$ cat config.mk
export PLATFORM = sky130hd
export DESIGN_NAME = gray_conv_arbiter
export DESIGN_NICKNAME = d
export VERILOG_FILES = /design/src/rtl/gray_pkg.sv /design/src/rtl/rr_arbiter.sv /design/src/rtl/gray_conv_arbiter.sv
export SDC_FILE = /design/constraint.sdc
export NUM_CORES = 1
export LEC_CHECK = 0
export ABC_AREA = 1
export BUFFER_PORTS_ARGS = -buffer_cell sky130_fd_sc_hd__buf_2
export CAP_MARGIN = 30
export CELL_PAD_IN_SITES_DETAIL_PLACEMENT = 1
export CELL_PAD_IN_SITES_GLOBAL_PLACEMENT = 1
export CORE_UTILIZATION = 30
export CTS_CLUSTER_SIZE = 16
export DETAILED_ROUTE_END_ITERATION = 7
export GPL_TIMING_DRIVEN = 0
export PLACE_DENSITY = 0.66
export SLEW_MARGIN = 40
export SYNTH_ARGS = -nofsm -noshare
export SYNTH_HDL_FRONTEND = slang
export SYNTH_SLANG_ARGS = --single-unit
$ cat constraint.sdc
create_clock -name clk -period 4.5 [get_ports clk]
set_clock_uncertainty 0.1 [all_clocks]
set_input_delay 0.45 -clock clk [delete_from_list [all_inputs] [get_ports clk]]
set_output_delay 0.45 -clock clk [all_outputs]
set_load 0.02 [all_outputs]
$ cat src/rtl/gray_pkg.sv
// Shared types and helpers for the Gray-conversion arbiter: FSM state encoding,
// default sizing and the binary-to-Gray conversion function.
package gray_pkg;

  localparam int DEF_NUM_REQ = 4;
  localparam int DEF_WIDTH   = 4;
  localparam int GRAY_MAX_W  = 64;

  typedef enum logic {
    ST_EMPTY = 1'b0,
    ST_FULL  = 1'b1
  } state_e;

  // Operands narrower than GRAY_MAX_W are zero-extended by the caller, so the
  // MSB of the truncated result equals the binary MSB as required.
  function automatic logic [GRAY_MAX_W-1:0] bin2gray(input logic [GRAY_MAX_W-1:0] b);
    return b ^ (b >> 1);
  endfunction

endpackage

$ cat src/rtl/rr_arbiter.sv
// Combinational round-robin arbiter: picks the first asserted request at or
// after rr_ptr, wrapping around, and reports it one-hot and encoded.
import gray_pkg::*;

module rr_arbiter #(
  parameter int NUM_REQ = DEF_NUM_REQ,
  localparam int ID_W   = $clog2(NUM_REQ)
) (
  input  logic [NUM_REQ-1:0] req,
  input  logic [ID_W-1:0]    rr_ptr,
  output logic [NUM_REQ-1:0] grant,
  output logic [ID_W-1:0]    grant_idx,
  output logic               grant_valid
);

  function automatic int wrap_idx(input int v);
    return (v >= NUM_REQ) ? (v - NUM_REQ) : v;
  endfunction

  logic found_s;

  // Cyclic priority search starting at rr_ptr; the first hit wins.
  always_comb begin
    grant     = {NUM_REQ{1'b0}};
    grant_idx = {ID_W{1'b0}};
    found_s   = 1'b0;
    for (int off = 0; off < NUM_REQ; off++) begin
      if (!found_s && req[wrap_idx(int'(rr_ptr) + off)]) begin
        found_s = 1'b1;
        grant[wrap_idx(int'(rr_ptr) + off)] = 1'b1;
        grant_idx = ID_W'(wrap_idx(int'(rr_ptr) + off));
      end else begin
        found_s = found_s;
      end
    end
    grant_valid = found_s;
  end

endmodule

$ cat src/rtl/gray_conv_arbiter.sv
// Round-robin shared binary-to-Gray converter with a single registered,
// ID-tagged output slot that can be drained and refilled in the same cycle.
import gray_pkg::*;

module gray_conv_arbiter #(
  parameter int NUM_REQ = DEF_NUM_REQ,
  parameter int WIDTH   = DEF_WIDTH,
  localparam int ID_W   = $clog2(NUM_REQ)
) (
  input  logic                     clk,
  input  logic                     rst_n,
  input  logic [NUM_REQ-1:0]       req_valid,
  input  logic [NUM_REQ*WIDTH-1:0] req_data,
  output logic [NUM_REQ-1:0]       req_ready,
  output logic                     out_valid,
  output logic [WIDTH-1:0]         out_data,
  output logic [ID_W-1:0]          out_id,
  input  logic                     out_ready
);

  state_e             state_q, state_d;
  logic [ID_W-1:0]    rr_ptr_q, rr_ptr_d;
  logic [WIDTH-1:0]   out_data_q, out_data_d;
  logic [ID_W-1:0]    out_id_q, out_id_d;

  logic [NUM_REQ-1:0] grant_s;
  logic [ID_W-1:0]    grant_idx_s;
  logic               grant_valid_s;
  logic               can_accept_s;
  logic               accept_s;
  logic [WIDTH-1:0]   sel_data_s;

  rr_arbiter #(
    .NUM_REQ (NUM_REQ)
  ) u_rr_arbiter (
    .req         (req_valid),
    .rr_ptr      (rr_ptr_q),
    .grant       (grant_s),
    .grant_idx   (grant_idx_s),
    .grant_valid (grant_valid_s)
  );

  // Handshake qualification; rst_n gates ready so nothing is offered in reset.
  always_comb begin
    can_accept_s = (state_q == ST_EMPTY) || (out_ready && (state_q == ST_FULL));
    req_ready    = grant_s & {NUM_REQ{can_accept_s & rst_n}};
    accept_s     = grant_valid_s && can_accept_s && rst_n;
    sel_data_s   = req_data[int'(grant_idx_s)*WIDTH +: WIDTH];
  end

  // Next-state logic for the output slot.
  always_comb begin
    case (state_q)
      ST_EMPTY: begin
        if (accept_s) state_d = ST_FULL;
        else          state_d = ST_EMPTY;
      end
      ST_FULL: begin
        if (accept_s)       state_d = ST_FULL;
        else if (out_ready) state_d = ST_EMPTY;
        else                state_d = ST_FULL;
      end
      default: state_d = ST_EMPTY;
    endcase
  end

  // Slot payload and round-robin pointer update on an accepted request.
  always_comb begin
    out_data_d = out_data_q;
    out_id_d   = out_id_q;
    rr_ptr_d   = rr_ptr_q;
    if (accept_s) begin
      out_data_d = WIDTH'(bin2gray(GRAY_MAX_W'(sel_data_s)));
      out_id_d   = grant_idx_s;
      if (grant_idx_s == ID_W'(NUM_REQ - 1)) rr_ptr_d = {ID_W{1'b0}};
      else                                   rr_ptr_d = grant_idx_s + ID_W'(1);
    end else begin
      out_data_d = out_data_q;
    end
  end

  // State and datapath registers.
  always_ff @(posedge clk or negedge rst_n) begin
    if (!rst_n) begin
      state_q    <= ST_EMPTY;
      rr_ptr_q   <= {ID_W{1'b0}};
      out_data_q <= {WIDTH{1'b0}};
      out_id_q   <= {ID_W{1'b0}};
    end else begin
      state_q    <= state_d;
      rr_ptr_q   <= rr_ptr_d;
      out_data_q <= out_data_d;
      out_id_q   <= out_id_d;
    end
  end

  // Output decode straight from registered state.
  always_comb begin
    out_valid = (state_q == ST_FULL);
    out_data  = out_data_q;
    out_id    = out_id_q;
  end

endmodule

==> flow_summary.rst, run 1 <==
.. list-table::
   :header-rows: 1

   * - Metric
     - Value
   * - DRC violation count after routing
     - 0
   * - Fmax achieved
     - 0.317 GHz
   * - Via count
     - 1393
   * - Final-layout setup total negative slack
     - 0 ns
   * - Wire length of the first global-routing pass
     - 5.95 mm
   * - Count of cells along the worst hold path
     - 2
   * - Layout overhead on the synthesized area
     - 22.7%
   * - RSZ-0062 raised after global routing
     - false
   * - Number of enable-type register cells in the synthesized netlist
     - 0
   * - Die Width
     - 66.1 um
   * - Synthesis warning total
     - 0
   * - WS Path Type
     - reg -> out
   * - Top library cells by usage in the layout, fill and taps aside
     - nand2_1 (63), buf_2 (35), inv_1 (33)
   * - Unique cell type count in the Yosys netlist
     - 27
   * - Final Wtd Congestion
     - 0.744
   * - Status
     - finished clean
   * - Post-synthesis instance area
     - 0.00123 mm2
   * - Max-Slew Margin vs Limit
     - 77.0%
   * - Pin count of the biggest net entering global routing
     - 11
   * - Post-Layout Cell Count
     - 286
   * - Top-level port count
     - 34
   * - Source-to-sink clock delay at the later pin of the worst-skew pair
     - 0.23 ns
   * - Number of placed instances with taps included
     - 281
   * - Starting density of the core
     - 32.5%
   * - Maximum capacitance violations
     - 0
   * - Number of setup violations in the final report
     - 0
   * - Antenna violations before repair
     - 0
   * - Hold Path Class
     - in -> reg
   * - Asr flop ratio synth
     - 100%
   * - CP endpoint kind
     - output pin
   * - Number of slew-limit violations in the final report
     - 0
   * - Routed WL
     - 3.40 mm
   * - Via count of the first global-routing pass
     - 1314
   * - Worst-case reg-to-reg path depth
     - 13
   * - Sequential area share after synthesis
     - 18.3%
   * - Synthesized area divided by synthesized cell count
     - 6.17 um2
   * - Clock slew seen by the registers of the worst setup and hold paths
     - 0.04 ns
   * - Die Outline Area
     - 0.00437 mm2
   * - Number of buffer cells added on primary ports
     - 33
   * - Critical Path Start Type
     - register
   * - Final period util
     - 70.1%
   * - Total Nets Final
     - 268
   * - Leading cell type in the layout, fill and taps excluded
     - nand2_1
   * - Global route overflow
     - 0
   * - Initial DRT Pass Iterations
     - 4
   * - Arrival time of the worst setup path
     - 2.60 ns
   * - Fraction of layout instances using a drive strength above 1
     - 26.9%
   * - Per-cell via count in the routed design
     - 4.87
   * - Crit Path Max Fanout
     - 9
   * - Clock buffer depth
     - 2
   * - Final HPWL DP
     - 2.80 mm
   * - Commonest register cell after synthesis
     - dfrtp_1
   * - WL per Instance
     - 11.9 um
   * - Clock tree from TritonCTS
     - done
   * - Synthesized instance count
     - 200
   * - Number of nets still failing antenna checks after routing
     - 0
   * - Fill count
     - 548
   * - Ant. Diodes
     - 0
   * - Total global routing track utilization
     - 17.2%
   * - Worst reg2reg setup slack
     - 1.57 ns
   * - Number of placement rows
     - 22
   * - Area of the core region
     - 0.00380 mm2
   * - Register bit count reported by yosys
     - 9
   * - Count of H-tree levels built during CTS
     - 1
   * - Total CTS buffers
     - 3
   * - Number of DRC markers in iteration 0
     - 43
   * - Synth Net Count
     - 229
   * - Required time of the critical path
     - 3.95 ns
   * - Cell at the root of the clock tree
     - clkbuf_8
   * - Number of hold-slack violations in the final timing report
     - 0
   * - Final critical delay including setup and external delays
     - 3.15 ns
   * - Die Y-Extent
     - 66.1 um
   * - Slew at the pin closest to its max-slew limit
     - 0.345 ns
   * - Clock sink total
     - 9
   * - Post-CTS setup repair buffer count
     - 0
-- per-layer routing --
metal / track usage (%) / up-vias / wire length, um / part of all wire [%]
met2: 26.7 / 25 / 1450 / 43
met3: 0.517 / 0 / 87 / 2.6
li1: - / 730 / - / -
met5: 0 / - / 0 / 0
met4: 3.99 / 0 / 0 / 0
met1: 26.0 / 638 / 1870 / 55
-- final timing paths --
check / start / end
min: out_ready / out_valid
min in group asynchronous: rst_n / rr_ptr_q[1]
max reg2reg: rr_ptr_q[0] / rr_ptr_q[1]
min reg2reg: out_data[0] / out_data[0]
max: rr_ptr_q[0] / req_ready[1]
max in group asynchronous: rst_n / out_data[3]
-- per-stage QoR --
step	worst slack (ns)	util [%]	hold WS, ns	area (um2)
after global routing	1.14	39.9	0.342	1510
after detailed placement	1.52	38.4	0.218	1460
final	1.35	39.9	0.322	1510
after floorplan	2.04	-	0.0544	1230
after CTS	1.31	39.9	0.317	1510
after global placement	1.53	38.4	0.216	1460
-- area by class of cell --
type | instances | area [um2] | share of cell area [%]
multi-input cells | 153 | 848 | 56.0
flip-flops and latches | 9 | 225 | 14.9
repair buffers | 34 | 175 | 11.6
inverters | 34 | 128 | 8.43
well taps | 48 | 60.1 | 3.97
clock buffers | 4 | 45.0 | 2.98
plain buffers | 4 | 32.5 | 2.15
-- worst max-delay path, cell delays in order, from the launching register on --
cell and delay (ns):
dfrtp_1 0.54, inv_2 0.19, ha_1 0.46, inv_1 0.15
nand3_1 0.10, nand2_1 0.14, nand3b_2 0.32, o221ai_1 0.20
nand2_1 0.08, inv_1 0.05, buf_2 0.15
-- cell families after synthesis --
family / count (synthesis) / share of synthesized area (%)
AOI/OAI and AO/OA: 21 / 10.1
and+or+nand+nor: 126 / 52.5
buffers and inverters: 38 / 13.0
DFF: 9 / 18.3
adders and majority gates: 6 / 6.09
-- what timing repair did --
item,4_1_cts,5_1_grt
resized for setup,0,0
hold endpoints to repair,9,0
hold buffers,1,0
-- registers in the layout, indices dropped and copies added (netlist names) --
register,count
out_data,4
out_id,2
out_valid,1
rr_ptr_q,2
-- cells in the mapped netlist, types with 2 or more instances --
cell / instances / share of area [%]
nand3_1: 24 / 9.7
nand3_4: 2 / 2.8
a21oi_1: 3 / 1.2
nor2_4: 2 / 1.8
nor2_1: 3 / 0.91
nand2_4: 2 / 1.8
a22oi_1: 2 / 1.2
o22ai_1: 3 / 1.5
buf_2: 2 / 0.81
dfrtp_1: 9 / 18
nand2_2: 11 / 5.6
ha_1: 6 / 6.1
nand2_1: 63 / 19
nor2_2: 2 / 1.0
nand3_2: 2 / 1.6
o21ai_0: 8 / 3.2
inv_1: 33 / 10
nand4_1: 14 / 7.1
Power of run 1 is left out: the tool's default activity adds up to more than one toggle a clock period on the data nets, which glitch-free logic cannot reach.
==> inputs of run 2 (changes only) <==
PLACE_DENSITY = 0.69   (was 0.66)
clock period = 2.8 ns   (was 4.5 ns; I/O delays follow)
==> run 2 against run 1 <==
Critical path type unchanged. Hold slack got worse by 0.16 ns. Cell area grew 4.9%. Routed wire length barely moved. Highest routed layer is now met4.
==> flow_summary.rst, run 2 (synthesis results as in run 1) <==
.. list-table::
   :header-rows: 1

   * - Metric
     - Value
   * - Worst-case reg-to-reg path depth
     - 13
   * - Crit Path Max Fanout
     - 6
   * - Flip-flop count of the largest register, all copies and words added
     - 4
   * - Final critical delay including setup and external delays
     - 2.64 ns
   * - Total CTS buffers
     - 3
   * - Routed WL
     - 3.40 mm
   * - Die Y-Extent
     - 66.1 um
   * - Number of placed instances with taps included
     - 281
   * - Antenna violations before repair
     - 0
   * - Cell count along the critical path
     - 10
   * - Fmax achieved
     - 0.379 GHz
   * - Area of the core region
     - 0.00380 mm2
   * - Top library cells by usage in the layout, fill and taps aside
     - nand2_1 (63), buf_2 (35), inv_1 (32)
   * - Placed cell area
     - 0.00146 mm2
   * - Top-level port count
     - 34
   * - Critical Path Slowest Stage Cell
     - dfrtp_2
   * - Final standard cell utilization of the core
     - 41.8%
   * - Initial DRT Pass Iterations
     - 4
   * - DRC violation count after routing
     - 0
   * - Die Outline Area
     - 0.00437 mm2
   * - Max-Slew Margin vs Limit
     - 80.8%
   * - Number of setup violations in the final report
     - 0
   * - Layout overhead on the synthesized area
     - 28.7%
   * - Largest incremental delay on the critical path
     - 0.41 ns
   * - Source-to-sink clock delay at the later pin of the worst-skew pair
     - 0.22 ns
   * - Final HPWL DP
     - 2.71 mm
   * - First element of the critical path
     - rr_ptr_q[1]
   * - Number of slew-limit violations in the final report
     - 0
   * - Number of DRC markers in iteration 0
     - 63
   * - Number of hold-slack violations in the final timing report
     - 0
   * - Per-cell via count in the routed design
     - 4.83
   * - Final Wtd Congestion
     - 0.784
   * - Maximum capacitance violations
     - 0
   * - Crit path setup slack, layout
     - 0.165 ns
   * - Hold Path Class
     - in -> reg
   * - Cell at the root of the clock tree
     - clkbuf_8
   * - Critical path buffer and inverter count
     - 4
   * - Die Width
     - 66.1 um
   * - Worst reg2reg setup slack
     - 0.25 ns
   * - Top cell family by delay on the critical path
     - simple AND/OR/NAND/NOR gates
   * - Critical Path Start Type
     - register
   * - Fill count
     - 535
   * - Clock sink total
     - 9
   * - Total Nets Final
     - 275
   * - Fraction of layout instances using a drive strength above 1
     - 30.6%
   * - Clock slew seen by the registers of the worst setup and hold paths
     - 0.04 ns
   * - CP endpoint kind
     - output pin
   * - Via count of the first global-routing pass
     - 1208
   * - WL per Instance
     - 11.6 um
   * - Clock buffer depth
     - 2
   * - Count of H-tree levels built during CTS
     - 1
   * - Clock tree from TritonCTS
     - done
   * - Arrival time of the worst setup path
     - 2.26 ns
   * - Status
     - finished clean
   * - RSZ-0062 raised after global routing
     - false
   * - Number of placement rows
     - 22
   * - Worst reg2reg path startpoint
     - rr_ptr_q[1]
   * - WS Path Type
     - reg -> out
   * - Required time of the critical path
     - 2.42 ns
   * - Placement Setup Slack
     - -0.0783 ns
   * - Slew at the pin closest to its max-slew limit
     - 0.287 ns
   * - Final period util
     - 94.1%
   * - Ant. Diodes
     - 0
   * - Global route overflow
     - 0
   * - Leading cell type in the layout, fill and taps excluded
     - nand2_1
   * - Pin count of the biggest net entering global routing
     - 11
   * - Total global routing track utilization
     - 16.2%
   * - Capturing instance or port of the critical path
     - req_ready[1]
   * - Via count
     - 1416
   * - Capturing point of the worst reg2reg path
     - rr_ptr_q[1]
   * - Starting density of the core
     - 32.5%
   * - Post-Layout Cell Count
     - 293
   * - Layout Cell Area excl Fill
     - 0.00159 mm2
   * - Number of nets still failing antenna checks after routing
     - 0
   * - Number of buffer cells added on primary ports
     - 33
   * - Sequence of cells on the critical path
     - clkinvlp_4, ha_4, inv_1, nand3_1, nand2_1, nand3b_2, o221ai_1, nand2_1, inv_1, buf_2
   * - Wire length of the first global-routing pass
     - 5.59 mm
==> run 2: changes by cell type in the layout (fill, tap and decap cells not counted) <==
cell / change
inv_4: +1
inv_1: -1
ha_1: -1
inv_2: -1
ha_4: +1
dfrtp_1: -2
buf_4: +7
dfrtp_2: +2
clkinvlp_4: +1
==> run 2: metal layers <==
layer	routed length [um]	GRT usage (%)	vias up
li1	-	-	747
met1	1740	24.0	645
met2	1550	25.4	22
met3	94	0.517	2
met4	8	3.99	0
met5	0	0	-
==> run 2: stage by stage <==
| stage | hold slack (ns) | TNS, ns |
|---|---|---|
| detailed placement | 0.0453 | -0.0783 |
| CTS | 0.154 | 0 |
| floorplan | -0.116 | 0 |
| finish | 0.157 | 0 |
| global placement | 0.0418 | -0.0503 |
| global route | 0.175 | 0 |
==> run 2: how the worst min path moves through the flow <==
stage	startpoint	cells past startpoint	end	slack, ns
2_1_floorplan	rst_n	0	out_data[0]	-0.12
3_3_place_gp	rst_n	1	out_valid	0.04
3_5_place_dp	rst_n	1	out_valid	0.05
4_1_cts	out_ready	2	out_valid	0.15
5_1_grt	out_ready	2	out_valid	0.18
6_report	out_ready	2	out_valid	0.16
==> run 2: layout make-up <==
cell class	instances	area, um2	area share [%]
multi-input cells	153	861	54.2
clock buffers	4	45.0	2.84
inverters	34	134	8.43
flip-flops and latches	9	228	14.3
plain buffers	4	32.5	2.05
repair buffers	41	228	14.3
well taps	48	60.1	3.78
==> run 2: worst register-to-register path: cells and delay by family (launching register included) <==
| kind | cells | cell delay, ns |
|---|---|---|
| AND/OR/NAND/NOR | 5 | 0.62 |
| flip-flops | 1 | 0.41 |
| buffers and inverters | 4 | 0.47 |
| AO/OA/AOI/OAI | 2 | 0.24 |
| adder cells (fa/ha/maj) | 2 | 0.60 |
==> run 2: timing repair <==
item | in CTS | in global routing
hold buffers | 1 | 0
endpoints found under the hold margin | 9 | 0
buffers inserted | 0 | 7
pin swaps | 0 | 1
gates resized for setup | 3 | 3
endpoints found under the setup margin | 6 | 8
Power of run 2 is left out for the same reason.
==> inputs of run 3 (changes only) <==
BUFFER_PORTS_ARGS = unset   (was -buffer_cell sky130_fd_sc_hd__buf_2)
DONT_BUFFER_PORTS = 1   (was unset)
PLACE_DENSITY = 0.58   (was 0.69)
==> run 3 against run 2 <==
Via count fell by 7.6%. Die area did not move. Core utilization fell by 4.8 points. Largest cell class unchanged.
==> flow_summary.rst, run 3 (synthesis results as in run 1) <==
.. list-table::
   :header-rows: 1

   * - Metric
     - Value
   * - Pin count of the biggest net entering global routing
     - 11
   * - Top cell family by delay on the critical path
     - simple AND/OR/NAND/NOR gates
   * - Critical Path Slowest Stage Cell
     - dfrtp_2
   * - Source-to-sink clock delay at the later pin of the worst-skew pair
     - 0.23 ns
   * - Crit Path Max Fanout
     - 6
   * - Clock buffer depth
     - 2
   * - WS Path Type
     - reg -> out
   * - Fraction of layout instances using a drive strength above 1
     - 19.0%
   * - Antenna violations before repair
     - 0
   * - Number of slew-limit violations in the final report
     - 0
   * - Leading cell type in the layout, fill and taps excluded
     - nand2_1
   * - Layout overhead on the synthesized area
     - 13.9%
   * - Number of hold-slack violations in the final timing report
     - 0
   * - Total area of multi-input combinational cells
     - 861 um2
   * - Number of placement rows
     - 22
   * - Wire length of the first global-routing pass
     - 6.45 mm
   * - Global route overflow
     - 0
   * - Via count
     - 1309
   * - Final HPWL DP
     - 2.97 mm
   * - Clock tree from TritonCTS
     - done
   * - Cell at the root of the clock tree
     - clkbuf_8
   * - Critical path buffer and inverter count
     - 3
   * - Starting density of the core
     - 32.5%
   * - Top-level port count
     - 34
   * - Post-Layout Cell Count
     - 258
   * - Number of nets still failing antenna checks after routing
     - 0
   * - Largest incremental delay on the critical path
     - 0.42 ns
   * - Flip-flop count of the largest register, all copies and words added
     - 4
   * - Die Width
     - 66.1 um
   * - DRC violation count after routing
     - 0
   * - Sequence of cells on the critical path
     - clkinvlp_4, ha_4, inv_1, nand2_2, nand2_4, nor2_4, nand2_1, o22ai_1, a21oi_1, o21ai_0, nand2_1, inv_1
   * - Routed WL
     - 3.71 mm
   * - Fill count
     - 521
   * - Area of the core region
     - 0.00380 mm2
   * - Hold Path Class
     - in -> reg
   * - Final period util
     - 93.2%
   * - Arrival time of the worst setup path
     - 2.23 ns
   * - Total global routing track utilization
     - 19.0%
   * - Maximum capacitance violations
     - 0
   * - Max-Slew Margin vs Limit
     - 72.4%
   * - Via count of the first global-routing pass
     - 1418
   * - Final critical delay including setup and external delays
     - 2.61 ns
   * - Clock slew seen by the registers of the worst setup and hold paths
     - 0.04 ns
   * - Top library cells by usage in the layout, fill and taps aside
     - nand2_1 (63), inv_1 (32), nand3_1 (24)
   * - Slew at the pin closest to its max-slew limit
     - 0.412 ns
   * - Ant. Diodes
     - 0
   * - Final-layout setup total negative slack
     - 0 ns
   * - Critical Path Start Type
     - register
   * - Clock sink total
     - 9
   * - Hold Slack
     - 0.0420 ns
   * - WL per Instance
     - 14.4 um
   * - Total Nets Final
     - 240
   * - Die Outline Area
     - 0.00437 mm2
   * - Required time of the critical path
     - 2.42 ns
   * - Number of buffer cells added on primary ports
     - 0
   * - Fmax achieved
     - 0.383 GHz
   * - Count of H-tree levels built during CTS
     - 1
   * - Per-cell via count in the routed design
     - 5.07
   * - Register area
     - 228 um2
   * - Number of placed instances with taps included
     - 248
   * - Final standard cell utilization of the core
     - 37.0%
   * - Number of setup violations in the final report
     - 0
   * - Die Y-Extent
     - 66.1 um
   * - Number of DRC markers in iteration 0
     - 76
   * - CP endpoint kind
     - output pin
   * - Initial DRT Pass Iterations
     - 4
   * - Status
     - finished clean
   * - Total CTS buffers
     - 3
   * - Final Wtd Congestion
     - 0.768
## run 3: cell count changes in the layout (fill, tap and decap cells not counted), sizes merged
cell	before	now
buf	44	9
## run 3: timing repair
item,in CTS,in global routing
hold buffers,1,0
gates resized for setup,3,2
setup buffers,0,5
endpoints found under the setup margin,8,8
endpoints found under the hold margin,9,0
## run 3: metal layers
metal  part of all wire (%)  vias to the layer above  GRT usage, %  routed length (um)
li1                       -                      675             -                   -
met1                     48                      596          25.4                1770
met2                     46                       34          31.1                1720
met3                    4.7                        4          1.90                 176
met4                    1.3                        0          7.18                  48
met5                      0                        -             0                   0
## run 3: cell type report
type	instances	area share, %
clock buffer	4	3.21
buffer	4	2.32
multi-input combinational	153	61.3
sequential	9	16.2
timing repair buffer	6	3.38
tap	48	4.27
inverter	34	9.35
## run 3: stage by stage
stage / area [um2] / setup WS [ns]
after CTS: 1350 / 0.0182
after global routing: 1410 / -0.00632
after detailed placement: 1290 / -0.115
final: 1410 / 0.190
after floorplan: 1230 / 0.391
after global placement: 1290 / -0.0463
## run 3: worst paths after layout
path / end / from / cells past startpoint / slack (ns)
worst max-delay path: req_ready[3] / rr_ptr_q[1] / 12 / 0.19
worst min-delay path: out_valid / out_ready / 1 / 0.04
worst max register to register: rr_ptr_q[1] / rr_ptr_q[1] / 13 / 0.26
worst min register to register: out_data[2] / out_data[2] / 2 / 0.53
max in group asynchronous: rr_ptr_q[1] / rst_n / 1 / 1.97
min in group asynchronous: out_valid / rst_n / 1 / 0.31
Power of run 3 is left out for the same reason.
